--- config.mk ---
export PLATFORM = sky130hd
export DESIGN_NAME = spi_frame_receiver
export DESIGN_NICKNAME = d
export VERILOG_FILES = /design/src/rtl/spi_frame_receiver.sv
export SDC_FILE = /design/constraint.sdc
export NUM_CORES = 1
export LEC_CHECK = 0
export BUFFER_PORTS_ARGS = -buffer_cell sky130_fd_sc_hd__buf_2
export CORE_ASPECT_RATIO = 1.4
export CORE_MARGIN = 2
export CORE_UTILIZATION = 60
export CTS_CLUSTER_DIAMETER = 120
export DETAILED_ROUTE_END_ITERATION = 7
export PLACE_DENSITY = 0.87
export SYNTH_ARGS = -nofsm -noshare
export SYNTH_HDL_FRONTEND = slang
export SYNTH_SLANG_ARGS = --single-unit
--- constraint.sdc ---
create_clock -name clk -period 6.3 [get_ports clk]
set_input_delay 0.315 -clock clk [delete_from_list [all_inputs] [get_ports clk]]
set_output_delay 0.315 -clock clk [all_outputs]
set_load 0.02 [all_outputs]
--- src/rtl/spi_frame_receiver.sv ---
// SPI slave receiver: oversamples sclk/cs_n/sdi in the clk domain, assembles a
// chip-select framed packet of NUM_WORDS x WORD_W bits and publishes it atomically.
module spi_frame_receiver #(
   parameter int unsigned WORD_W      = 16,
   parameter int unsigned NUM_WORDS   = 2,
   parameter int unsigned SAMPLE_EDGE = 0,
   parameter int unsigned MSB_FIRST   = 1
) (
   input  logic                          clk,
   input  logic                          reset,
   input  logic                          sclk,
   input  logic                          cs_n,
   input  logic                          sdi,
   output logic [WORD_W*NUM_WORDS-1:0]   words,
   output logic                          frame_valid,
   output logic                          frame_err,
   output logic                          busy,
   output logic [7:0]                    frame_cnt
);

   localparam int unsigned FRAME_BITS = WORD_W * NUM_WORDS;
   localparam int unsigned CW         = $clog2(FRAME_BITS + 1);
   localparam int unsigned PW         = $clog2(FRAME_BITS);
   localparam int unsigned BW         = $clog2(WORD_W);
   localparam int unsigned WIW        = (NUM_WORDS > 1) ? $clog2(NUM_WORDS) : 1;

   typedef enum logic [1:0] {WAIT_CS, IDLE, RECV, OVERRUN} state_t;

   state_t                  state;
   logic [2:0]              sclk_sr;
   logic [2:0]              cs_sr;
   logic [1:0]              sdi_sr;
   logic                    smp_q;
   logic                    bit_q;
   logic                    rise_q;
   logic                    fall_q;
   logic                    cs_hi_q;
   logic [FRAME_BITS-1:0]   shreg;
   logic [FRAME_BITS-1:0]   shreg_nx;
   logic [CW-1:0]           bit_cnt;
   logic [CW-1:0]           cnt_nx;
   logic [BW-1:0]           bit_idx;
   logic [BW-1:0]           bit_off;
   logic [WIW-1:0]          word_idx;
   logic [PW-1:0]           pos;
   logic                    sclk_edge;
   logic                    ovf;
   logic                    store;

   // Synchronizers, edge-detect stage and registered input events.
   // cs_n sync resets low so a select held through reset is never seen as a fresh fall.
   always_ff @(posedge clk) begin
      if (reset) begin
         sclk_sr <= '0;
         cs_sr   <= '0;
         sdi_sr  <= '0;
         smp_q   <= 1'b0;
         bit_q   <= 1'b0;
         rise_q  <= 1'b0;
         fall_q  <= 1'b0;
         cs_hi_q <= 1'b0;
      end else begin
         sclk_sr <= {sclk_sr[1:0], sclk};
         cs_sr   <= {cs_sr[1:0], cs_n};
         sdi_sr  <= {sdi_sr[0], sdi};
         smp_q   <= sclk_edge & ~cs_sr[1];
         bit_q   <= sdi_sr[1];
         rise_q  <= cs_sr[1] & ~cs_sr[2];
         fall_q  <= ~cs_sr[1] & cs_sr[2];
         cs_hi_q <= cs_sr[1];
      end
   end

   // Bit placement and the post-sample view of the frame used on completion.
   always_comb begin
      sclk_edge = (SAMPLE_EDGE != 0) ? (sclk_sr[1] & ~sclk_sr[2]) : (~sclk_sr[1] & sclk_sr[2]);
      ovf       = smp_q && (bit_cnt == CW'(FRAME_BITS));
      store     = smp_q && !ovf;
      bit_off   = (MSB_FIRST != 0) ? (BW'(WORD_W - 1) - bit_idx) : bit_idx;
      pos       = PW'(word_idx) * PW'(WORD_W) + PW'(bit_off);
      shreg_nx  = shreg;
      cnt_nx    = bit_cnt;
      if (store) begin
         shreg_nx[pos] = bit_q;
         cnt_nx        = bit_cnt + CW'(1);
      end
   end

   always_ff @(posedge clk) begin
      if (reset) begin
         state       <= WAIT_CS;
         words       <= '0;
         frame_valid <= 1'b0;
         frame_err   <= 1'b0;
         busy        <= 1'b0;
         frame_cnt   <= 8'd0;
         shreg       <= '0;
         bit_cnt     <= '0;
         bit_idx     <= '0;
         word_idx    <= '0;
      end else begin
         frame_valid <= 1'b0;
         frame_err   <= 1'b0;
         case (state)
            WAIT_CS: begin
               if (cs_hi_q) state <= IDLE;
            end
            IDLE: begin
               if (fall_q) begin
                  bit_cnt  <= '0;
                  bit_idx  <= '0;
                  word_idx <= '0;
                  busy     <= 1'b1;
                  state    <= RECV;
               end
            end
            RECV: begin
               if (store) begin
                  shreg   <= shreg_nx;
                  bit_cnt <= cnt_nx;
                  if (bit_idx == BW'(WORD_W - 1)) begin
                     bit_idx  <= '0;
                     word_idx <= word_idx + WIW'(1);
                  end else begin
                     bit_idx <= bit_idx + BW'(1);
                  end
               end
               // A bit arriving with the rising select is counted before judging the frame.
               if (rise_q) begin
                  state <= IDLE;
                  busy  <= 1'b0;
                  if (ovf) begin
                     frame_err <= 1'b1;
                  end else if (cnt_nx == CW'(FRAME_BITS)) begin
                     words       <= shreg_nx;
                     frame_valid <= 1'b1;
                     frame_cnt   <= frame_cnt + 8'd1;
                  end else if (cnt_nx != '0) begin
                     frame_err <= 1'b1;
                  end
               end else if (ovf) begin
                  state <= OVERRUN;
               end
            end
            OVERRUN: begin
               if (rise_q) begin
                  frame_err <= 1'b1;
                  busy      <= 1'b0;
                  state     <= IDLE;
               end
            end
            default: state <= WAIT_CS;
         endcase
      end
   end

endmodule

Word level (Yosys, flattened, before mapping)
Index checks and enable logic that the tools add are counted.
- flip-flop bits (word level): 101
- equality and inequality tests: 13
- order comparisons: 2
- add/sub/neg operators: 6
- bitwise gates (word level): 10
- muxes and demuxes: 32
- reduce and logical (&&, ||, !) cells: 16
- operator list (operator ; number):
    $bwmux 32 ; 1
    $mux 32 ; 1
    $mux 6 ; 3
    $eq 6x6->1 const B ; 2
    $mux 1 ; 12
    $mux 4 ; 3
    $pmux 6 s2 ; 1
    $reduce_and 4->1 ; 3
    $mux 2 ; 5
    $ne 2x2->1 const B ; 5
    $add 8x1->8 const B ; 1
    $pmux 2 s4 ; 1
    $pmux 4 s2 ; 1
    $add 6x1->6 const B ; 1
    $lt 5x6->1 const B ; 1
    $not 1->1 ; 6
    $pmux 1 s2 ; 3
    $reduce_and 3->1 ; 2
    $reduce_bool 6->1 ; 1
    $add 5x4->5 ; 1
    $demux 1 s5 ; 1
    $ge 5x1->1 const B ; 1
    $add 4x1->4 const B ; 1
    $and 1x1->1 ; 4
    other kinds (14) ; 18

Depth between registers and ports, before layout
Gate-level depths: netlist of the first run.
- word-level depth: 11
- mapped depth: 9
- depth with buffers taken out: 8

Worst setup path before layout of the first run
Ideal clock, no wire load.
- path type: register to register
- from: reg bit_cnt[0]
- to: reg words[13]
- setup time: 0.140 ns
- cell stages (with the launch flop): 9
- period minus slack after synthesis: 2.310 ns
- data arrival time: 2.170 ns
- data required time: 6.160 ns
- path slack: 3.990 ns
- cells stage by stage: dfxtp_1 > inv_1 > ha_1 > nor3_1 > a41oi_4 > a2111oi_4 > buf_4 > buf_2 > a211oi_1
- cells in the longest elaborated chain, start to end: 7
- RTL lines (item ; RTL line ; text):
    start: declaration ; 40 ; logic [CW-1:0] bit_cnt;
    start signal: assignment ; 120 ; bit_cnt <= cnt_nx;
    parallel branches: the longest is 7 deep, another holds $add 6x1->6 ; - ;
    end signal: assignment ; 135 ; words <= shreg_nx;
    end: declaration ; 14 ; output logic [WORD_W*NUM_WORDS-1:0] words,
Several ways; the timed one is not identified.
A chain may end at the register's enable or synchronous reset.

Worst setup path in the final report of the first run
- from: reg state[0]
- to: reg words[11]
- cells in the longest elaborated chain, start to end: 2
- RTL lines (item ; RTL line ; text):
    start: declaration ; 29 ; state_t state;
    start signal: assignment ; 91 ; state <= WAIT_CS;
    start signal: assignment ; 106 ; if (cs_hi_q) state <= IDLE;
    start signal: assignment ; 114 ; state <= RECV;
    $eq 2x2->1 ; 104 ; case (state)
    $reduce_and 4->1 (no line) ; - ;
Every way passes these cells.

==> impl_metrics.yaml, run 1 <==
critical_path:
  slowest_delay_ns: 0.59
  path_class: "reg2reg"
  cp-start-kind: "register"
  crit_fanout: 59
  worstPathArrival_ns: 3.50
  critPathRequiredTime_ns: 6.58
  crit_chain: "inv_1, ha_1, clkinv_1, a2111oi_4, buf_4, nor2_1, a211oi_1"
  r2r_setup_slack_ns: 3.08
  cp_slowest_cell: "a2111oi_4"
  cp_num_buf_inv: 3
  cp-end-kind: "register"
  cp_top_family: "buffers and inverters"
timing:
  finClkSkew_ns: 0.00997
  rsz0062_at_grt: "false"
  finalCritPeriodShare_pct: 51.1
  period_needed_ns: 3.22
  max_slew_margin_pct: 29.1
  slew_violations: 0
  hold_viol: 0
  worst_slew_pin_slew_ns: 1.06
  timing.fmax_mhz: 310
  setup_slack_ns: 3.08
  setup_tns_ns: 0
  setup_viol: 0
drt:
  drtAntennaViolNets: 0
  dr.pass1.iters: 6
  vias_per_cell: 5.71
  drt_iter0_drc: 253
  wl_met3_um: 378
  drc: 0
  vias: 3807
  wl_per_cell_um: 14.3
  wl_met2_um: 5010
  wirelength_um: 9570
  met1Wirelength_um: 4000
  highest_layer: "met4"
floorplanning:
  die_area_um2: 8500
  fp.dieW_um: 78.5
  rows: 38
  io-pin-count: 48
  core_um2: 7650
  initial_utilization_pct: 60.9
  die_height_um: 108
power_and_ir_drop:
  peakVddDrop_mv: 0.217
  p_leak_uw: 0.00162
  cellPowerDensity_nw_per_um2: 209
layout:
  n_fill_cell: 632
  instances_no_fill: 667
  final_cell_area_um2: 5020
  multiInputGateArea_um2: 2440
  seq_area_um2: 2000
  synthToLayoutAreaGrowth_pct: 7.76
  fin_util_pct: 65.6
  drive_above_1_share_pct: 15.0
  nets: 582
  diodes: 0
global_route:
  grt_pass1_vias: 3618
  overflow: 0
  grt_max_degree: 102
  grt_usage_pct: 23.4
  grt_pass1_wl_um: 16100
  antenna_found_initial: 0
cts:
  clk_pin_slew_ns: 0.09
  cts_resized: 0
  clkSinkCount: 100
  clockBufferDepth: 2
  cts.hold.buffers_added: 0
  clkLatencyLatePin_ns: 0.37
  numCtsBuffers: 9
  htreeDepth: 3
  root_buffer: "clkbuf_8"
  cts_tree: "yes"
  cts_setup_buffers: 0
yosys:
  synth_top_cell_by_area: "dfxtp_1"
  synth.area.top_cells: "dfxtp_1, nor2_1, mux2i_1"
  synth_edf_count: 0
  yosys_most_used_dff: "dfxtp_1"
  synth_fp_nets: 561
  syn_area_um2: 4660
  ys_seq_area_share_pct: 42.9
  synthArstFlopShare_pct: 0
  synth_most_common_cell: "nor2_1"
  synthCells: 543
  synth.avg_cell_area_um2: 8.59
  synth_top_cell_area_share_pct: 42.9
  synth_cell_types: 54
  synth_common_cells: "nor2_1, dfxtp_1, a211oi_1"
  ys_ff_latch: 100
  yosys_warnings: 0
placed_design:
  place_area_um2: 4870
  dp.cells: 653
  dp_hpwl_um: 6410
  port_buffers: 47
  place_ws_ns: 3.08
  gp_congestion: 0.890
flow_run:
  maxCapViolCount: 0
status:
  outcome: "completed"
worst_hold_path:
  worstHoldPathType: "in2reg"
## worst register-to-register path, cell delays in order (launching register included)
cell	delay [ns]
dfxtp_1	0.36
inv_1	0.12
ha_1	0.58
clkinv_1	0.50
a2111oi_4	0.59
buf_4	0.59
nor2_1	0.14
a211oi_1	0.24
## where the power goes
part | switching, uW | total [uW] | internal [uW]
logic | 36.4 | 51.6 | 15.2
clock network | 206 | 355 | 150
registers | 3.93 | 641 | 637
total | 246 | 1050 | 802
## flip-flops by register name, indices dropped and copies added (netlist names), 2 cells and up
register	count
sclk_sr	3
state	2
frame_cnt	8
sdi_sr	2
shreg	32
cs_sr	3
words	32
bit_cnt	6
bit_idx	4
## path summary, 6_finish.rpt
path | start | to | cells after the start
setup / recovery | state[0] | words[11] | 7
hold / removal | sclk | sclk_sr[0] | 2
setup reg to reg | state[0] | words[11] | 7
hold reg to reg | sclk_sr[1] | smp_q | 1
## per-stage QoR
step / hold slack, ns / total power [uW]
after floorplan: 0.390 / 694
after global placement: 0.408 / 704
after detailed placement: 0.407 / 706
after CTS: 0.140 / 1060
after global routing: 0.153 / 1080
final: 0.150 / 1050
## cell usage in the layout, fill, tap and decap left out, types with 2 or more instances in the layout
cell and count:
a2111oi_0 2, a211oi_1 42, a211oi_2 10, a21oi_1 30
a22oi_1 2, a2bb2oi_1 2, a311oi_1 2, a31oi_1 2
buf_2 46, buf_4 4, clkbuf_1 2, clkbuf_8 10
dfxtp_1 100, ha_1 13, inv_1 10, mux2_2 2
mux2i_1 34, nand2_1 33, nand2b_1 3, nand3_1 17
nand3b_1 2, nand4_1 4, nor2_1 120, nor2b_1 13
nor3_1 6, nor4_1 4, o21a_1 2, o21ai_0 20
o31ai_1 2, or4_1 2, xnor2_1 2
## logic make-up after synthesis
kind of cell | after synthesis | synth area share, %
simple gates | 214 | 20.4
buf+inv | 51 | 4.83
compound gates | 126 | 20.0
fa+ha+maj | 13 | 3.49
flops | 100 | 42.9
xor+xnor | 3 | 0.564
mux | 36 | 7.78
## final cells by class
class,count,area share (%)
well taps,100,2.49
flip-flops and latches,100,39.9
multi-input cells,392,48.5
repair buffers,50,5.18
inverters,11,0.822
clock inverters,2,0.249
clock buffers,12,2.89
## layer usage
layer  GRT usage [%]  vias to the layer above
li1                -                     1943
met3            4.26                       13
met4            10.9                        0
met5               0                        -
met2            41.6                       84
met1            27.1                     1767
Power figures use the tool's default switching activity.
==> run 2, diff against run 1 <==
- ABC_AREA: unset -> 1
- CORE_UTILIZATION: 60 -> 54
- PLACE_DENSITY: 0.87 -> 0.83
- clock period: 6.3 -> 2.81 ns (I/O delays scaled with it)
==> run 2 against run 1 <==
  * Clock power rose to 3.5 times the previous value
  * First-iteration DRC count up 6.7%
  * Combinational power rose to 17 times the previous value
==> impl_metrics.yaml, run 2 <==
cts:
  cts_resized: 0
  clk_pin_slew_ns: 0.07
  numCtsBuffers: 9
  root_buffer: "clkbuf_16"
  clkLatencyLatePin_ns: 0.34
  clkSinkCount: 100
  htreeDepth: 3
  cts_setup_buffers: 0
  cts_tree: "yes"
  clockBufferDepth: 2
floorplanning:
  fp.dieW_um: 85.5
  die_area_um2: 10100
  initial_utilization_pct: 55.7
  die_height_um: 118
  core_um2: 9030
  rows: 41
  io-pin-count: 48
global_route:
  grt_max_degree: 74
  grt_usage_pct: 22.3
  overflow: 0
  grt_pass1_vias: 4363
  grt_pass1_wl_um: 18700
  antenna_found_initial: 0
critical_path:
  path_class: "reg2reg"
  cp-end-kind: "register"
  cp_num_buf_inv: 2
  crit_chain: "inv_1, ha_1, nand2_1, inv_1, nand3_4, nand2_4, nand2_1, nand2_1, nand2_2, nor2_8, nand3_4, nor2_1, nor2_1"
  cp_slowest_cell: "nand3_4"
  cp_top_family: "simple AND/OR/NAND/NOR gates"
  crit_fanout: 54
  cp_common_cell: "nand2_1"
  worstPathArrival_ns: 2.81
  cp-start-kind: "register"
  slowest_delay_ns: 0.44
  critPathRequiredTime_ns: 3.04
yosys:
  synth_top_cell_area_share_pct: 39.8
  syn_area_um2: 5030
  yosys.area_share.adder_pct: 3.24
  synth-compound-area-share_pct: 14.5
  ys_ff_latch: 100
  synth_cell_types: 33
  synth.avg_cell_area_um2: 6.94
  synthArstFlopShare_pct: 0
  ys_seq_area_share_pct: 39.8
  synth_top_family_by_area: "simple AND/OR/NAND/NOR gates"
  synth_fp_nets: 742
  synth_most_common_cell: "nand2_1"
  synth_common_cells: "nand2_1, inv_1, dfxtp_1"
  yosys_warnings: 0
  synthCells: 724
  yosys_most_used_dff: "dfxtp_1"
  synth_edf_count: 0
  synth-simple-area-share_pct: 29.3
  synthMuxAreaShare_pct: 0
  synth_top_cell_by_area: "dfxtp_1"
  synth.area.top_cells: "dfxtp_1, nand2_1, inv_1"
  synth-xor-area-share_pct: 0.498
power_and_ir_drop:
  cellPowerDensity_nw_per_um2: 661
  p_leak_uw: 0.00275
  peakVddDrop_mv: 0.523
layout:
  nets: 774
  seq_area_um2: 2000
  diodes: 0
  multiInputGateArea_um2: 2390
  largest_registers: "shreg: 32 flops, words: 32 flops, frame_cnt: 8 flops"
  synthToLayoutAreaGrowth_pct: 11.6
  layout_commonest_cell: "nand2_1"
  n_fill_cell: 805
  final_cell_mix: "nand2_1, inv_1, dfxtp_1, nor2_1, buf_2"
  drive_above_1_share_pct: 10.9
timing:
  finClkSkew_ns: 0.00763
  timing.fmax_mhz: 389
  rsz0062_at_grt: "false"
  period_needed_ns: 2.57
  setup_viol: 0
  finalCritPeriodShare_pct: 91.6
  setup_tns_ns: 0
  hold_viol: 0
  setup_slack_ns: 0.236
  worst_slew_pin_slew_ns: 0.974
  slew_violations: 0
  max_slew_margin_pct: 35.0
  whs_ns: 0.184
flow_run:
  maxCapViolCount: 0
drt:
  vias_per_cell: 5.31
  vias: 4605
  wl_per_cell_um: 12.7
  dr.pass1.iters: 5
  drc: 0
  drt_iter0_drc: 270
  drtAntennaViolNets: 0
  wirelength_um: 11100
placed_design:
  place_ws_ns: 0.237
  port_buffers: 47
  dp_hpwl_um: 7390
  gp_congestion: 0.904
status:
  outcome: "completed"
worst_hold_path:
  worstHoldPathType: "in2reg"
-- run 2: cell count changes in the layout (fill, tap and decap cells not counted), moves of 32 or more --
cell and change:
nor3_1 +32, nand2_1 +115, mux2i_1 -34, inv_1 +105
a211oi_1 -39, nor2_1 -40
-- run 2: area by class of cell --
class                           count  area share (%)
Inverter                          124            8.30
Multi-Input combinational cell    464            42.6
Sequential cell                   100            35.7
Clock inverter                      6            1.12
Clock buffer                       10            4.26
Timing Repair Buffer               57            5.67
Tap cell                          107            2.39
-- run 2: logic make-up after synthesis --
| kind of cell | after synthesis |
|---|---|
| fa+ha+maj | 13 |
| buf+inv | 160 |
| xor+xnor | 2 |
| compound gates | 119 |
| simple gates | 330 |
| flops | 100 |
-- run 2: worst min-delay path: stages --
cell and delay, ns:
buf_2 0.09, clkinv_1 0.11, o21ai_0 0.09, a21oi_1 0.05
-- run 2: through the flow --
stage	std cells	util [%]	total power [uW]	area (um2)
after floorplan	724	-	2240	5030
after global placement	849	58.5	2420	5280
after detailed placement	849	58.5	2460	5280
after CTS	868	62.1	3720	5610
after global routing	868	62.1	3900	5610
final	868	62.1	3710	5610
-- run 2: repair_timing --
action,4_1_cts,5_1_grt
hold buffers,3,0
hold endpoints to repair,3,0
setup endpoints to repair,0,0
-- run 2: per-layer routing --
metal	vias to the layer above	routed length [um]	GRT usage, %
met1	2106	4560	24.7
met2	111	5810	39.7
met4	0	278	11.2
met5	-	0	0
li1	2362	-	-
met3	26	405	4.40
-- run 2: path summary, 6_finish.rpt --
check	cells after the start	from	endpoint	slack, ns
max	13	bit_cnt[0]	words[22]	0.24
max reg2reg	13	bit_cnt[0]	words[22]	0.24
min	4	reset	bit_cnt[3]	0.18
min reg2reg	2	sdi_sr[0]	sdi_sr[1]	0.41
-- run 2: power by group --
group | leakage, uW | internal, uW | switching [uW]
registers | 0.000808 | 1490 | 76.0
logic | 0.00178 | 273 | 626
clock network | 0.000153 | 714 | 531
==> run 3, diff against run 2 <==
- CORE_UTILIZATION: 54 -> 59
- PLACE_DENSITY: 0.83 -> 0.85
- clock period: 2.81 -> 2.7 ns (I/O delays scaled with it)
==> run 3 against run 2 <==
  * Hold slack gained 0.085 ns
  * Wire length shrank 1.9%
  * Critical endpoint is now bit_cnt[1]
  * Maximum frequency grew 12%
  * Highest routed layer unchanged
==> impl_metrics.yaml, run 3 (synthesis gave the netlist of run 2 again) <==
power_and_ir_drop:
  cellPowerDensity_nw_per_um2: 676
  power.total_uw: 3800
  p_leak_uw: 0.00276
  peakVddDrop_mv: 0.450
layout:
  diodes: 0
  final_cell_mix: "nand2_1, inv_1, dfxtp_1, nor2_1, buf_2"
  layout_commonest_cell: "nand2_1"
  drive_above_1_share_pct: 11.4
  fin_util_pct: 68.5
  largest_registers: "shreg: 32 flops, words: 32 flops, frame_cnt: 8 flops"
  nets: 778
  n_fill_cell: 690
  synthToLayoutAreaGrowth_pct: 11.7
timing:
  finClkSkew_ns: 0.00553
  hold_viol: 0
  setup_viol: 0
  rsz0062_at_grt: "false"
  whs_ns: 0.268
  period_needed_ns: 2.30
  max_slew_margin_pct: 48.3
  worst_slew_pin_slew_ns: 0.775
  setup_tns_ns: 0
  slew_violations: 0
  finalCritPeriodShare_pct: 85.2
  timing.fmax_mhz: 435
  setup_slack_ns: 0.400
drt:
  wl_met3_um: 389
  wl_per_cell_um: 12.5
  wirelength_um: 10800
  drt_iter0_drc: 245
  met1Wirelength_um: 4640
  drtAntennaViolNets: 0
  vias: 4610
  drc: 0
  vias_per_cell: 5.32
  wl_met2_um: 5410
  highest_layer: "met4"
  dr.pass1.iters: 5
placed_design:
  dp_hpwl_um: 7340
  port_buffers: 47
  gp_congestion: 0.869
  place_ws_ns: 0.473
critical_path:
  cp_slowest_cell: "dfxtp_1"
  crit_fanout: 34
  critPathRequiredTime_ns: 2.93
  cp-end-kind: "register"
  crit_chain: "inv_1, ha_1, nand2_1, inv_1, nand3_4, nand2_4, buf_4, nor2_2, o21ai_1, inv_2, o21ai_0, nor2_1"
  cp-start-kind: "register"
  cp_common_cell: "inv_1"
  slowest_delay_ns: 0.34
  r2r_cells: 12
  worstPathArrival_ns: 2.53
  path_class: "reg2reg"
cts:
  clkLatencyLatePin_ns: 0.34
  cts_resized: 0
  numCtsBuffers: 9
  clkSinkCount: 100
  htreeDepth: 3
  cts_tree: "yes"
  root_buffer: "clkbuf_16"
  clk_pin_slew_ns: 0.06
  clockBufferDepth: 2
global_route:
  grt_pass1_vias: 4480
  grt_max_degree: 53
  overflow: 0
  antenna_found_initial: 0
  grt_pass1_wl_um: 18700
  grt_usage_pct: 25.1
flow_run:
  maxCapViolCount: 0
floorplanning:
  initial_utilization_pct: 61.3
  core_um2: 8200
  die_area_um2: 9280
  io-pin-count: 48
  die_height_um: 113
  fp.dieW_um: 82.0
  rows: 39
status:
  outcome: "completed"
worst_hold_path:
  worstHoldPathType: "in2reg"
  whs_path_depth: 3
## run 3: critical path, delay by kind of cell (launching register included)
family          cells  cell delay, ns
buf+inv             4            0.69
compound gates      2            0.57
flops               1            0.34
simple gates        5            0.43
fa+ha+maj           1            0.15
## run 3: path summary, 6_finish.rpt
check        slack [ns]        from          to
max                0.40  bit_cnt[0]  bit_cnt[1]
min                0.27       reset  sclk_sr[1]
max reg2reg        0.40  bit_cnt[0]  bit_cnt[1]
min reg2reg        0.40   sdi_sr[1]       bit_q
## run 3: repair_timing
item / in CTS / in global routing
endpoints found under the setup margin: 0 / 0
setup buffers: 0 / 0
endpoints found under the hold margin: 3 / 0
hold buffers: 3 / 0
## run 3: per-stage QoR
step | instances | area, um2
3_5_place_dp | 848 | 5300
6_report | 867 | 5610
3_3_place_gp | 848 | 5300
5_1_grt | 867 | 5610
4_1_cts | 867 | 5610
2_1_floorplan | 724 | 5030
## run 3: layer usage
layer | global-route usage (%) | vias to the layer above
met5 | 0 | -
li1 | - | 2372
met3 | 5.26 | 36
met4 | 14.4 | 0
met1 | 28.6 | 2106
met2 | 42.2 | 96
## run 3: cell type report
cell class              count  area [um2]  area share, %
well taps                 102         128           2.27
clock buffers              12         256           4.57
flip-flops and latches    100        2000           35.7
inverters                 124         465           8.29
multi-input cells         464        2390           42.6
repair buffers             61         348           6.20
clock inverters             4        23.8          0.424
## run 3: report_power, final
part / leakage, uW / internal (uW) / switching (uW)
logic: 0.00180 / 286 / 667
clock network: 0.000142 / 672 / 541
registers: 0.000808 / 1550 / 78.6
